===== config.mk =====
export PLATFORM = sky130hd
export DESIGN_NAME = pipeline_hazard_ctrl_flat
export DESIGN_NICKNAME = d
export VERILOG_FILES = /design/src/rtl/pipeline_hazard_ctrl_pkg.sv /design/src/rtl/pipeline_hazard_ctrl_if.sv /design/src/rtl/pipeline_hazard_ctrl_load_use.sv /design/src/rtl/pipeline_hazard_ctrl.sv /design/src/flat_wrapper.sv
export SDC_FILE = /design/constraint.sdc
export NUM_CORES = 1
export LEC_CHECK = 0
export ABC_AREA = 1
export CAP_MARGIN = 20
export CORE_MARGIN = 3
export CORE_UTILIZATION = 30
export DETAILED_ROUTE_END_ITERATION = 6
export PLACE_DENSITY = 0.63
export SLEW_MARGIN = 20
export SYNTH_ARGS = -nofsm -noshare
export SYNTH_HDL_FRONTEND = slang
export SYNTH_SLANG_ARGS = --single-unit

===== constraint.sdc =====
create_clock -name clock -period 2.5 [get_ports clock]
set_input_delay 0.5 -clock clock [delete_from_list [all_inputs] [get_ports clock]]
set_output_delay 0.5 -clock clock [all_outputs]
set_load 0.02 [all_outputs]

===== src/rtl/pipeline_hazard_ctrl_pkg.sv =====
// mips_pipe_pkg: shared pipeline-control types and constants for the MIPS core
package mips_pipe_pkg;
  typedef enum logic [1:0] {RUN = 2'd0, MULDIV = 2'd1, FLUSH = 2'd2} state_e;
  localparam logic [4:0] REG_ZERO = 5'd0;
  localparam int WB_W = 2;
  localparam int MEM_W = 3;
  localparam int EX_W = 4;
  localparam int CTRL_W = WB_W + MEM_W + EX_W;
  function automatic logic [CTRL_W-1:0] bubble_ctrl(input logic bubble, input logic [CTRL_W-1:0] ctrl);
    return bubble ? '0 : ctrl;
  endfunction
endpackage


===== src/rtl/pipeline_hazard_ctrl_if.sv =====
// pipeline_hazard_ctrl_if: ID/EX hazard inputs and front-end control outputs
//   slave  (controller): hazard inputs in; pcWrite/ifIdWrite/ifIdFlush/idExBubble/mulDivBusy/stallCycles out
//   master (pipeline)  : the reverse
interface pipeline_hazard_ctrl_if #(parameter int CNT_W = 32);
  logic [4:0] idRs;
  logic [4:0] idRt;
  logic idUsesRt;
  logic idMulDiv;
  logic exMemRead;
  logic [4:0] exRegTarget;
  logic branchTaken;
  logic pcWrite;
  logic ifIdWrite;
  logic ifIdFlush;
  logic idExBubble;
  logic mulDivBusy;
  logic [CNT_W-1:0] stallCycles;
  modport slave (
    input idRs, idRt, idUsesRt, idMulDiv, exMemRead, exRegTarget, branchTaken,
    output pcWrite, ifIdWrite, ifIdFlush, idExBubble, mulDivBusy, stallCycles
  );
  modport master (
    output idRs, idRt, idUsesRt, idMulDiv, exMemRead, exRegTarget, branchTaken,
    input pcWrite, ifIdWrite, ifIdFlush, idExBubble, mulDivBusy, stallCycles
  );
endinterface


===== src/rtl/pipeline_hazard_ctrl_load_use.sv =====
// load_use_detect: flags an ID source register written by a load still in EX
//   in : ex_mem_read, ex_reg_target, id_rs, id_rt, id_uses_rt   out: load_use
module load_use_detect
  import mips_pipe_pkg::*;
(
  input  logic       ex_mem_read,
  input  logic [4:0] ex_reg_target,
  input  logic [4:0] id_rs,
  input  logic [4:0] id_rt,
  input  logic       id_uses_rt,
  output logic       load_use
);
  assign load_use = ex_mem_read && (ex_reg_target != REG_ZERO) &&
                    ((ex_reg_target == id_rs) || (id_uses_rt && ex_reg_target == id_rt));
endmodule


===== src/rtl/pipeline_hazard_ctrl.sv =====
// pipeline_hazard_ctrl: IF/ID and ID/EX sequencing for load-use stalls, mult/div holds and branch flushes
//   clock, reset (sync, active-high); bus: hazard inputs in, register enables/flush/bubble/busy/stall count out
module pipeline_hazard_ctrl
  import mips_pipe_pkg::*;
#(
  parameter int MULDIV_LATENCY = 4,
  parameter int BRANCH_PENALTY = 1,
  parameter int CNT_W = 32
) (
  input logic clock,
  input logic reset,
  pipeline_hazard_ctrl_if.slave bus
);
  localparam int MAXC = (MULDIV_LATENCY > BRANCH_PENALTY) ? MULDIV_LATENCY : BRANCH_PENALTY;
  localparam int CW = $clog2(MAXC + 1);
  state_e state_q, state_d;
  logic [CW-1:0] cnt_q, cnt_d;
  logic [CNT_W-1:0] stall_q, stall_d;
  logic load_use;
  logic pc_write, if_id_write, if_id_flush, id_ex_bubble, mul_div_busy;
  load_use_detect u_lud (
    .ex_mem_read  (bus.exMemRead),
    .ex_reg_target(bus.exRegTarget),
    .id_rs        (bus.idRs),
    .id_rt        (bus.idRt),
    .id_uses_rt   (bus.idUsesRt),
    .load_use     (load_use)
  );
  always_comb begin
    state_d = state_q;
    cnt_d = cnt_q;
    pc_write = 1'b1;
    if_id_write = 1'b1;
    if_id_flush = 1'b0;
    id_ex_bubble = 1'b0;
    mul_div_busy = 1'b0;
    if (reset) begin
      pc_write = 1'b0;
      if_id_write = 1'b0;
      if_id_flush = 1'b1;
      id_ex_bubble = 1'b1;
      state_d = RUN;
      cnt_d = '0;
    end else begin
      case (state_q)
        RUN: begin
          if (bus.branchTaken) begin
            if_id_flush = 1'b1;
            id_ex_bubble = 1'b1;
            if (BRANCH_PENALTY > 1) begin
              state_d = FLUSH;
              cnt_d = CW'(BRANCH_PENALTY - 2);
            end
          end else if (load_use) begin
            pc_write = 1'b0;
            if_id_write = 1'b0;
            id_ex_bubble = 1'b1;
          end else if (bus.idMulDiv) begin
            state_d = MULDIV;
            cnt_d = CW'(MULDIV_LATENCY - 1);
          end
        end
        MULDIV: begin
          pc_write = 1'b0;
          if_id_write = 1'b0;
          id_ex_bubble = 1'b1;
          mul_div_busy = 1'b1;
          cnt_d = cnt_q - CW'(1);
          if (cnt_q == '0) begin
            state_d = RUN;
            cnt_d = '0;
          end
        end
        FLUSH: begin
          if_id_flush = 1'b1;
          id_ex_bubble = 1'b1;
          cnt_d = cnt_q - CW'(1);
          if (cnt_q == '0) begin
            state_d = RUN;
            cnt_d = '0;
          end
        end
        default: begin
          state_d = RUN;
          cnt_d = '0;
        end
      endcase
    end
    stall_d = reset ? '0 : (!pc_write && !(&stall_q)) ? stall_q + CNT_W'(1) : stall_q;
  end
  always_ff @(posedge clock) begin
    state_q <= state_d;
    cnt_q <= cnt_d;
    stall_q <= stall_d;
  end
  assign bus.pcWrite = pc_write;
  assign bus.ifIdWrite = if_id_write;
  assign bus.ifIdFlush = if_id_flush;
  assign bus.idExBubble = id_ex_bubble;
  assign bus.mulDivBusy = mul_div_busy;
  assign bus.stallCycles = stall_q;
endmodule

===== src/flat_wrapper.sv =====
// flat-port wrapper written by rule: the top's interface ports become plain ports
module pipeline_hazard_ctrl_flat import mips_pipe_pkg::*;
#(
  parameter int MULDIV_LATENCY = 4,
  parameter int BRANCH_PENALTY = 1,
  parameter int CNT_W = 32
)
  (clock, reset, bus_idRs, bus_idRt, bus_idUsesRt, bus_idMulDiv, bus_exMemRead, bus_exRegTarget, bus_branchTaken, bus_pcWrite, bus_ifIdWrite, bus_ifIdFlush, bus_idExBubble, bus_mulDivBusy, bus_stallCycles);
  pipeline_hazard_ctrl_if #(.CNT_W(CNT_W)) bus_i ();
  input logic clock;
  input logic reset;
  input wire logic [$bits(bus_i.idRs)-1:0] bus_idRs;
  input wire logic [$bits(bus_i.idRt)-1:0] bus_idRt;
  input wire logic [$bits(bus_i.idUsesRt)-1:0] bus_idUsesRt;
  input wire logic [$bits(bus_i.idMulDiv)-1:0] bus_idMulDiv;
  input wire logic [$bits(bus_i.exMemRead)-1:0] bus_exMemRead;
  input wire logic [$bits(bus_i.exRegTarget)-1:0] bus_exRegTarget;
  input wire logic [$bits(bus_i.branchTaken)-1:0] bus_branchTaken;
  output wire logic [$bits(bus_i.pcWrite)-1:0] bus_pcWrite;
  output wire logic [$bits(bus_i.ifIdWrite)-1:0] bus_ifIdWrite;
  output wire logic [$bits(bus_i.ifIdFlush)-1:0] bus_ifIdFlush;
  output wire logic [$bits(bus_i.idExBubble)-1:0] bus_idExBubble;
  output wire logic [$bits(bus_i.mulDivBusy)-1:0] bus_mulDivBusy;
  output wire logic [$bits(bus_i.stallCycles)-1:0] bus_stallCycles;
  assign bus_i.idRs = bus_idRs;
  assign bus_i.idRt = bus_idRt;
  assign bus_i.idUsesRt = bus_idUsesRt;
  assign bus_i.idMulDiv = bus_idMulDiv;
  assign bus_i.exMemRead = bus_exMemRead;
  assign bus_i.exRegTarget = bus_exRegTarget;
  assign bus_i.branchTaken = bus_branchTaken;
  assign bus_pcWrite = bus_i.pcWrite;
  assign bus_ifIdWrite = bus_i.ifIdWrite;
  assign bus_ifIdFlush = bus_i.ifIdFlush;
  assign bus_idExBubble = bus_i.idExBubble;
  assign bus_mulDivBusy = bus_i.mulDivBusy;
  assign bus_stallCycles = bus_i.stallCycles;
  pipeline_hazard_ctrl #(.MULDIV_LATENCY(MULDIV_LATENCY), .BRANCH_PENALTY(BRANCH_PENALTY), .CNT_W(CNT_W)) u_core (.clock(clock), .reset(reset), .bus(bus_i));
endmodule

==> key figures <==
Outcome
  – Status: finished clean

Clock tree
  – Clk_lat worst skew: 0.29 ns
  – Worst-path clk slew: 0.07 ns
  – CTS root buf: clkbuf_8
  – H-Tree Depth: 2
  – Clk sink count: 36
  – Cts bufs inserted: 5
  – Clock Tree Buf Depth: 2
  – Buffer count from post-CTS setup fixing: 0
  – CTS tree: built

Setup path
  – Reg2reg path depth: 12
  – Worst path top cell family by delay: buffers and inverters
  – CP bufs+invs: 3
  – Crit path capture type: output port
  – Crit-path cells: clkdlybuf4s50_1 -> clkinv_1 -> o21ai_0 -> clkdlybuf4s50_1
  – Critical Path Sink: bus_ifIdFlush
  – Setup crit start: reset
  – FF-to-FF Start: u_core.bus.stallCycles[0]
  – WP data arrival: 1.87 ns
  – CP required: approximately 2 ns
  – CP max-delay cell: clkdlybuf4s50_1
  – CP startpoint kind: input port
  – Max incr delay on CP: 0.63 ns
  – Reg2reg setup slack: 0.55 ns
  – Critical Path Most Common Cell: clkdlybuf4s50_1
  – CP Max Fanout: 5
  – CP Depth: 4
  – Critical path class: in2out
  – FF-to-FF End: u_core.bus.stallCycles[20]

Finish
  – Antenna Cells: 0
  – Final Net Count: 495
  – Design area: 3308 um^2
  – Layout cell share with drive strength beyond 1: 0.1083
  – Number of fillers in the final layout: 922
  – Area grow syn2layout: 29.48%

Synthesis
  – Post-synthesis mux area share: 0
  – Synth warn: 0
  – Compound-Gate Fraction of Synth Area: 0.07199
  – Post-Synthesis Cell Area: 2555 um^2
  – Synth Area in Adders: 0.01469
  – Register area share after synthesis: 0.2821
  – Area leader, netlist: dfxtp_1
  – Predominant post-synthesis flop cell: dfxtp_1
  – Post-synthesis xor/xnor area fraction: 0.003428
  – #FFs+latches synth: 36
  – Synth Net Count: 437
  – EDFF count, synth: 0
  – Synth area leaders: dfxtp_1, nand2_1, nor2_1
  – Simple-Gate Fraction of Synth Area: 0.4961
  – Main combinational cell family by area after synthesis: simple AND/OR/NAND/NOR gates
  – Yosys top cell area share: 0.2821
  – Asr flop ratio synth: 0
  – Yosys cell types: 31
  – Synth cell count leaders: nand2_1, nor2_1, inv_1
  – Syn Area/Cell: 6.186 um^2
  – Syn Inst Count: about 410
  – Most frequent cell after synthesis: nand2_1

STA
  – Min Clock Period, post-route: 2.374 ns
  – Min Hold Slack: just over 0.5 ns
  – Final hold violations: 0
  – Count of final setup violators: 0
  – Worst Tran Pin Value: 0.4715 ns
  – Fin Clk Skew: 0.008231 ns
  – Final period util: 0.9494
  – Peak Freq: approximately 420 MHz
  – Fin. max-slew vios: 0
  – Setup repair after global routing missed its margin: false
  – Slew HR: 0.6827

Die
  – Core Footprint: 8258 um^2
  – Initial Util: 0.3094
  – IO Pins: 58
  – Die height: 98.29 um
  – Die area: 9660 um^2
  – Cell Rows: 33
  – Die X: 98.29 um

Routing
  – Via count: 2,656
  – Post-DR vias/cell: ~4.6
  – DR iter-0 viols: 127
  – Final wirelength: between 6000 and 7000 um
  – 1st-pass router iterations: 4
  – Routed length per instance: 11.27 um
  – Final ANT Viol Nets: 0
  – Drc violations: 0

Flow run
  – Max-Cap Viols: 0

Worst hold path
  – HP Class: reg2reg
  – Worst hold stages: 2

GRT
  – Tot GR Track Use: 0.1325
  – Initial antenna violation count: 0
  – Largest net degree at the start of global routing: 30
  – Grt ovf: 0
  – Vias in the first global route: approximately 2,300
  – First-pass GRT wire length: 10,810 um

Placed design
  – Port bufs: 57
  – Dpl cell area: 3227 um^2
  – RePlAce Congestion: 0.8755
  – Detailed-placement wirelength estimate: 5001 um

Power and ir drop
  – Final total power: 1.249 mW
  – Power per cell area: 377.6 nW/um^2
  – Leak: 1.500 nW
  – Worst IR Drop VDD: between 200 and 300 uV
-- how the worst min path moves through the flow --
stage	from	end
floorplan	u_core.cnt_q[1]	u_core.cnt_q[1]
global route	u_core.bus.stallCycles[2]	u_core.bus.stallCycles[2]
finish	u_core.bus.stallCycles[2]	u_core.bus.stallCycles[2]
global placement	u_core.cnt_q[1]	u_core.cnt_q[1]
CTS	u_core.bus.stallCycles[2]	u_core.bus.stallCycles[2]
detailed placement	u_core.bus.stallCycles[2]	u_core.bus.stallCycles[2]
-- worst reg2reg max path: cells and delay by family, from the launching register on --
kind	cells	cell delay, ns
adders and majority gates	1	0.20
buffers and inverters	2	0.38
DFF	1	0.40
and+or+nand+nor	9	0.87
-- layout by cell type, fill, tap and decap left out, drive strengths merged, types with 3 or more instances in the layout --
master / netlist / layout
buf: 9 / 6
inv: 62 / 62
clkbuf: 3 / 10
clkdlybuf4s50: 0 / 54
ha: 3 / 3
nor3: 11 / 11
nand3: 51 / 51
nand4: 13 / 13
o21ai: 7 / 7
nor2: 68 / 68
dfxtp: 36 / 36
nand2: 116 / 116
a21oi: 29 / 29
-- where the power goes --
| group | internal (mW) | switching, mW |
|---|---|---|
| logic | 0.0872 | 0.108 |
| registers | 0.582 | 0.00850 |
| clock network | 0.246 | 0.217 |
-- through the flow --
| stage | setup slack (ns) | cells | utilization | setup TNS [ns] |
|---|---|---|---|---|
| after global routing | 0.007095 | 576 | 0.4006 | 0 |
| after detailed placement | -0.2680 | 569 | 0.3908 | -0.7493 |
| after CTS | -0.01902 | 576 | 0.4021 | -0.03617 |
| after floorplan | 0.4090 | 413 | - | 0 |
| after global placement | -0.2551 | 569 | 0.3908 | -0.7288 |
| final | 0.1264 | 576 | 0.4006 | 0 |
-- area by class of cell --
class	count	area (um^2)	share of cell area
clock buffers	7	96.34	0.02912
multi-input cells	302	1498	0.4527
flip-flops and latches	36	720.7	0.2179
inverters	63	236.5	0.07148
repair buffers	63	625.6	0.1891
well taps	105	131.4	0.03971
-- layer usage --
metal / GRT usage / vias to the layer above / wire [um]
li1: - / 1426 / -
met1: 0.1786 / 1164 / 3094
met2: 0.2257 / 61 / 3001
met3: 0.02429 / 5 / 370
met4: 0.01891 / 0 / 26
met5: 0 / - / 0
-- kinds of logic (layout without fill, tap and decap cells) --
group	Yosys count	after routing
buf+inv	75	133
simple gates	262	262
xor+xnor	1	1
fa+ha+maj	3	3
flops	36	36
compound gates	36	36
-- repair_timing --
action                                  4_1_cts  5_1_grt
endpoints found under the setup margin        3        3
resized for setup                             4        5
hold buffers                                  0        0
-- sequential cells by signal (all words and copies together) (netlist names) --
| name | flops |
|---|---|
| u_core.cnt_q | 3 |
| u_core.state_q | 1 |
| u_core.bus.stallCycles | 32 |
(Power assumes the default switching activity.)
